==> src/rtl/mult_div_unit_pkg.sv <==
// mult_div_unit_pkg: shared op and state encodings for the multiply/divide unit
package mult_div_unit_pkg;
  typedef enum logic [1:0] {
    MD_MULT  = 2'b00,
    MD_MULTU = 2'b01,
    MD_DIV   = 2'b10,
    MD_DIVU  = 2'b11
  } md_op_t;
  typedef enum logic [1:0] {IDLE, RUN, FIX, DONE} md_state_t;
endpackage

==> src/rtl/mult_div_unit_sign_fix.sv <==
// md_sign_fix: conditional two's-complement negate, for magnitudes and result correction
module md_sign_fix #(
  parameter int W = 32
) (
  input  logic [W-1:0] x,
  input  logic         neg,
  output logic [W-1:0] y
);
  assign y = neg ? -x : x;
endmodule

==> src/rtl/mult_div_unit.sv <==
// mult_div_unit: iterative shift-add multiplier / restoring divider with Hi/Lo result registers
module mult_div_unit
  import mult_div_unit_pkg::*;
#(
  parameter int WIDTH = 32
) (
  input  logic             clk,
  input  logic             reset,
  input  logic             start,
  input  logic [1:0]       op,
  input  logic [WIDTH-1:0] a,
  input  logic [WIDTH-1:0] b,
  output logic             busy,
  output logic             done,
  output logic             div_zero,
  output logic [WIDTH-1:0] hi,
  output logic [WIDTH-1:0] lo
);
  localparam int CNT_W = $clog2(WIDTH) + 1;
  md_state_t state, state_nx;
  logic [CNT_W-1:0] cnt;
  logic [2*WIDTH-1:0] acc, prod_fix;
  logic [WIDTH-1:0] dvs, a_mag, b_mag, q_fix, r_fix;
  logic [WIDTH:0] sh, diff, sum;
  logic is_div, neg_q, neg_r, dz_q;
  logic op_div, op_sgn, sa, sb, b_zero, ge;
  assign op_div = op == MD_DIV || op == MD_DIVU;
  assign op_sgn = op == MD_MULT || op == MD_DIV;
  assign sa = op_sgn & a[WIDTH-1];
  assign sb = op_sgn & b[WIDTH-1];
  assign b_zero = b == '0;
  md_sign_fix #(.W(WIDTH)) u_a (.x(a), .neg(sa), .y(a_mag));
  md_sign_fix #(.W(WIDTH)) u_b (.x(b), .neg(sb), .y(b_mag));
  md_sign_fix #(.W(2*WIDTH)) u_p (.x(acc), .neg(neg_q), .y(prod_fix));
  md_sign_fix #(.W(WIDTH)) u_q (.x(acc[WIDTH-1:0]), .neg(neg_q), .y(q_fix));
  md_sign_fix #(.W(WIDTH)) u_r (.x(acc[2*WIDTH-1:WIDTH]), .neg(neg_r), .y(r_fix));
  // Divide step: shifted partial remainder is WIDTH+1 bits so the trial subtract never overflows
  assign sh = acc[2*WIDTH-1:WIDTH-1];
  assign diff = sh - {1'b0, dvs};
  assign ge = sh >= {1'b0, dvs};
  assign sum = {1'b0, acc[2*WIDTH-1:WIDTH]} + (acc[0] ? {1'b0, dvs} : '0);
  always_ff @(posedge clk or negedge reset)
    if (!reset) state <= IDLE;
    else state <= state_nx;
  always_comb begin
    state_nx = state;
    unique case (state)
      IDLE: if (start) state_nx = (op_div && b_zero) ? DONE : RUN;
      RUN:  if (cnt == CNT_W'(1)) state_nx = FIX;
      FIX:  state_nx = DONE;
      DONE: state_nx = IDLE;
    endcase
  end
  // acc holds {partial, multiplier} or {remainder, dividend/quotient}; hi/lo copy it only in DONE
  always_ff @(posedge clk or negedge reset)
    if (!reset) begin
      busy <= 1'b0;
      done <= 1'b0;
      div_zero <= 1'b0;
      hi <= '0;
      lo <= '0;
      cnt <= '0;
      acc <= '0;
      dvs <= '0;
      is_div <= 1'b0;
      neg_q <= 1'b0;
      neg_r <= 1'b0;
      dz_q <= 1'b0;
    end else begin
      busy <= state == RUN || state == FIX;
      done <= state == DONE;
      unique case (state)
        IDLE: if (start) begin
          is_div <= op_div;
          neg_q <= sa ^ sb;
          neg_r <= sa;
          dz_q <= op_div && b_zero;
          div_zero <= 1'b0;
          cnt <= CNT_W'(WIDTH);
          dvs <= op_div ? b_mag : a_mag;
          acc <= (op_div && b_zero) ? {a, {WIDTH{1'b1}}} : {{WIDTH{1'b0}}, op_div ? a_mag : b_mag};
        end
        RUN: begin
          cnt <= cnt - 1'b1;
          acc <= is_div ? {ge ? diff[WIDTH-1:0] : sh[WIDTH-1:0], acc[WIDTH-2:0], ge}
                        : {sum, acc[WIDTH-1:1]};
        end
        FIX: acc <= is_div ? {r_fix, q_fix} : prod_fix;
        DONE: begin
          hi <= acc[2*WIDTH-1:WIDTH];
          lo <= acc[WIDTH-1:0];
          div_zero <= dz_q;
        end
      endcase
    end
endmodule

==> config.mk <==
export PLATFORM = sky130hd
export DESIGN_NAME = mult_div_unit
export DESIGN_NICKNAME = d
export VERILOG_FILES = /design/src/rtl/mult_div_unit_pkg.sv /design/src/rtl/mult_div_unit_sign_fix.sv /design/src/rtl/mult_div_unit.sv
export SDC_FILE = /design/constraint.sdc
export NUM_CORES = 1
export LEC_CHECK = 0
export CAP_MARGIN = 10
export CORE_MARGIN = 2
export CORE_UTILIZATION = 45
export DETAILED_ROUTE_END_ITERATION = 12
export GPL_TIMING_DRIVEN = 1
export PLACE_DENSITY_LB_ADDON = 0.15
export SLEW_MARGIN = 15
export SYNTH_ARGS = -nofsm -noshare
export SYNTH_HDL_FRONTEND = slang
export SYNTH_SLANG_ARGS = --single-unit
==> constraint.sdc <==
create_clock -name clk -period 4.2 [get_ports clk]
set_input_delay 0.42 -clock clk [delete_from_list [all_inputs] [get_ports clk]]
set_output_delay 0.42 -clock clk [all_outputs]
set_load 0.05 [all_outputs]
==> flow_summary.yaml <==
outcome:
  status: "finished clean"
cts:
  worst_case_clock_buffer_depth: 2
  clkSlewWorstSetupHoldPaths_ns: 0.08
  clock_sinks: 175
  cts-resized-gates: 0
  cts_hold_buffers: 0
  clk_latency_ns: 0.47
  cts_root_buf: "sky130_fd_sc_hd__clkbuf_16"
  post-cts-setup-buffers: 0
  htree_levels: 4
  tritoncts: "done"
  clock_buffers_created_by_tritoncts: 17
worst_setup_path:
  crit_slowest_cell: "sky130_fd_sc_hd__or3b_2"
  worst-setup-path-type: "register to register"
  critPathMaxFanout: 19
  worst_stage_delay_on_the_critical_path_ns: 0.44
  crit_path_dat_ns: 4.08
  critical_path_required_ns: 4.58
  timing.critical_path.to_type: "register"
  critPathLaunchType: "register"
  worst_case_reg_to_reg_path_depth: 14
  crit_path_cell_trace: "inv_1 > buf_4 > nor2_1 > ha_1 > a211oi_1 > nor2_1 > or3b_2 > a21oi_1 > o21ai_0 > o21a_1 > a221oi_1 > xnor2_1 > o211ai_1 > a21oi_1"
synthesis:
  synthDominantCellAreaShare: 0.278
  ys.warnings.count: 0
  synth_top_flop_cell: "sky130_fd_sc_hd__dfrtp_1"
  synthArstFlopShare: 1.00
  synth.lib_cells_used.distinct: 81
  synth_enable_flop_cells: 0
  postSynthAreaPerCell_um2: 7.81
  area_of_the_mapped_netlist_um2: 15800
  yosysSeqAreaShare: 0.278
  yosys-top-cells-area: "sky130_fd_sc_hd__dfrtp_1, sky130_fd_sc_hd__a21oi_1, sky130_fd_sc_hd__mux2_2, sky130_fd_sc_hd__nand2_1, sky130_fd_sc_hd__ha_1"
  postSynthRegisterBits: 175
  synth_area_leader_cell: "sky130_fd_sc_hd__dfrtp_1"
  syn-num-nets: 2165
  netlist_instances: 2020
drt:
  total_number_of_vias: 16000
  drt_iter0_drc: 1804
  viasPerCell: 6.24
  drc: 0
  drtPass1Iterations: 7
  postRouteAntennaNets: 0
  detail_route.wirelength_mm: 58.1
  route.detailed.wl_per_inst_um: 22.7
timing:
  final.period_utilization: 0.879
  final_hold_violation_count: 0
  slew_headroom: 0.371
  finalMaxSlewViolations: 0
  tightest_slew_ns: 0.944
  final_period_minus_worst_setup_slack_ns: 3.69
  finalClockSkew_ns: 0.0160
  fmax_ghz: 0.271
  setup_viol: 0
  unrepaired_setup_endpoints_after_global_routing: "no"
  tns_ns: 0
final_layout:
  final_nets: 2239
  final_common_cell: "sky130_fd_sc_hd__nand2_1"
  flow.area_growth_from_synthesis_pct: 16.0
  final_cell_mix: "sky130_fd_sc_hd__nand2_1, sky130_fd_sc_hd__a21oi_1, sky130_fd_sc_hd__nor2_1, sky130_fd_sc_hd__dfrtp_1, sky130_fd_sc_hd__o21ai_0"
  layout-drive-gt1-share: 0.101
  final_cells: 2562
  insertedDiodeCount: 0
pwr:
  logic_gate_share_of_total_power: 0.697
  share_clk_of_total_power: 0.104
  peakVddDrop_v: 0.000655
  sequentialPowerShare: 0.199
  switching_fraction_of_total_power: 0.541
  leakage_power_nw: 7.67
  total_net_switching_power_w: 0.00977
  power.density_nw_per_um2: 987
  total_internal_power_w: 0.00828
global_route:
  antenna_violations_before_repair: 1
  grt_use_total: 0.320
  grt_pass1_wl_mm: 89.3
  via_count_of_the_first_global_routing_pass: 14900
  globalRouteOverflowTotal: 0
  grt_start_max_net_pins: 103
placement:
  port_buffers: 135
  detailedPlacementHpwl_mm: 43.4
  place.gp.congestion: 0.997
  place.detailed.instances: 2530
floorplanning:
  floorplan.initialDensity: 0.457
  number_of_placed_i_o_pins: 136
  core_region_area_um2: 34500
  fp.dieArea_um2: 36600
  fp-row-count: 68
  die_x_um: 191
  die_height_um: 191
hold_path:
  hold_class: "primary input to async pin"
job:
  drv.max_cap_violation_count: 0
==> registers in the layout, summed over array words and instances (netlist names) <==
name,cells
neg_r,1
lo,32
dz_q,1
hi,32
dvs,32
div_zero,1
busy,1
neg_q,1
is_div,1
cnt,6
state,2
acc,64
done,1
==> logic make-up after synthesis <==
group                      after synthesis  share of synthesized area
AOI/OAI and AO/OA                      630                      0.250
xor gates and xnor gates               137                     0.0761
adders and majority gates               76                     0.0612
buffers and inverters                  203                     0.0505
DFF                                    175                      0.278
muxes                                  111                     0.0779
and+or+nand+nor                        688                      0.207
==> cell type report <==
class | instances | area [um^2]
Multi-Input combinational cell | 1642 | 10600
Sequential cell | 175 | 4380
Clock buffer | 17 | 425
Timing Repair Buffer | 188 | 1770
Inverter | 70 | 263
Clock inverter | 15 | 245
Fill cell | 3344 | 16200
Tap cell | 455 | 569
==> per-layer routing <==
metal	up-vias	wire length (um)	GRT usage
met1	7623	25300	0.440
met2	762	25800	0.495
met3	122	4360	0.0470
met4	2	2600	0.146
li1	7489	-	-
met5	-	53	0
==> per-stage QoR <==
stage                     total power (W)  utilization  setup WS [ns]  hold slack, ns  area, um^2
final                              0.0181        0.530          0.506          0.0173       18300
after global routing               0.0193        0.530          0.287           0.101       18300
after CTS                          0.0179        0.530          0.506          0.0942       18300
after detailed placement           0.0159        0.510          0.422           0.475       17600
after global placement             0.0158        0.510          0.499           0.463       17600
after floorplan                    0.0121            -          0.839           0.124       15800
==> synthesized netlist by cell type (all sizes together) (19+ instances only) <==
master	count
xor2	61
clkbuf	103
a21o	36
a31oi	29
dfrtp	175
mux2	94
nand2	253
xnor2	76
o21ai	154
nor4	24
buf	30
o211ai	42
a21oi	210
a211oi	22
or3	19
ha	74
o31ai	28
nand3	34
inv	70
and3	19
nor2	184
nor3	52
nand2b	24
==> path summary, 6_finish.rpt <==
| check | slack (ns) | from | end |
|---|---|---|---|
| setup / recovery | 0.51 | acc[0] | acc[62] |
| hold / removal | 0.02 | reset | hi[9] |
| setup reg to reg | 0.51 | acc[0] | acc[62] |
| hold reg to reg | 0.49 | dvs[19] | dvs[19] |
| max in group asynchronous | 3.18 | reset | acc[19] |
| min in group clk | 0.49 | dvs[19] | dvs[19] |
==> critical path: cells and delay by family (launching register included) <==
family | cells | cell delay, ns
flip-flops | 1 | 0.43
AND/OR/NAND/NOR | 3 | 0.63
adder cells (fa/ha/maj) | 1 | 0.36
XOR/XNOR | 1 | 0.16
AO/OA/AOI/OAI | 7 | 1.52
buffers and inverters | 2 | 0.48
==> power groups by stage <==
stage	clock network, W	registers (W)	logic (W)
2_1_floorplan	0	0.00415	0.00793
5_1_grt	0.00198	0.00371	0.0136
4_1_cts	0.00192	0.00357	0.0124
3_3_place_gp	0	0.00358	0.0122
3_5_place_dp	0	0.00361	0.0123
6_report	0.00188	0.00359	0.0126
No activity file was read; power rests on OpenSTA's default activity.
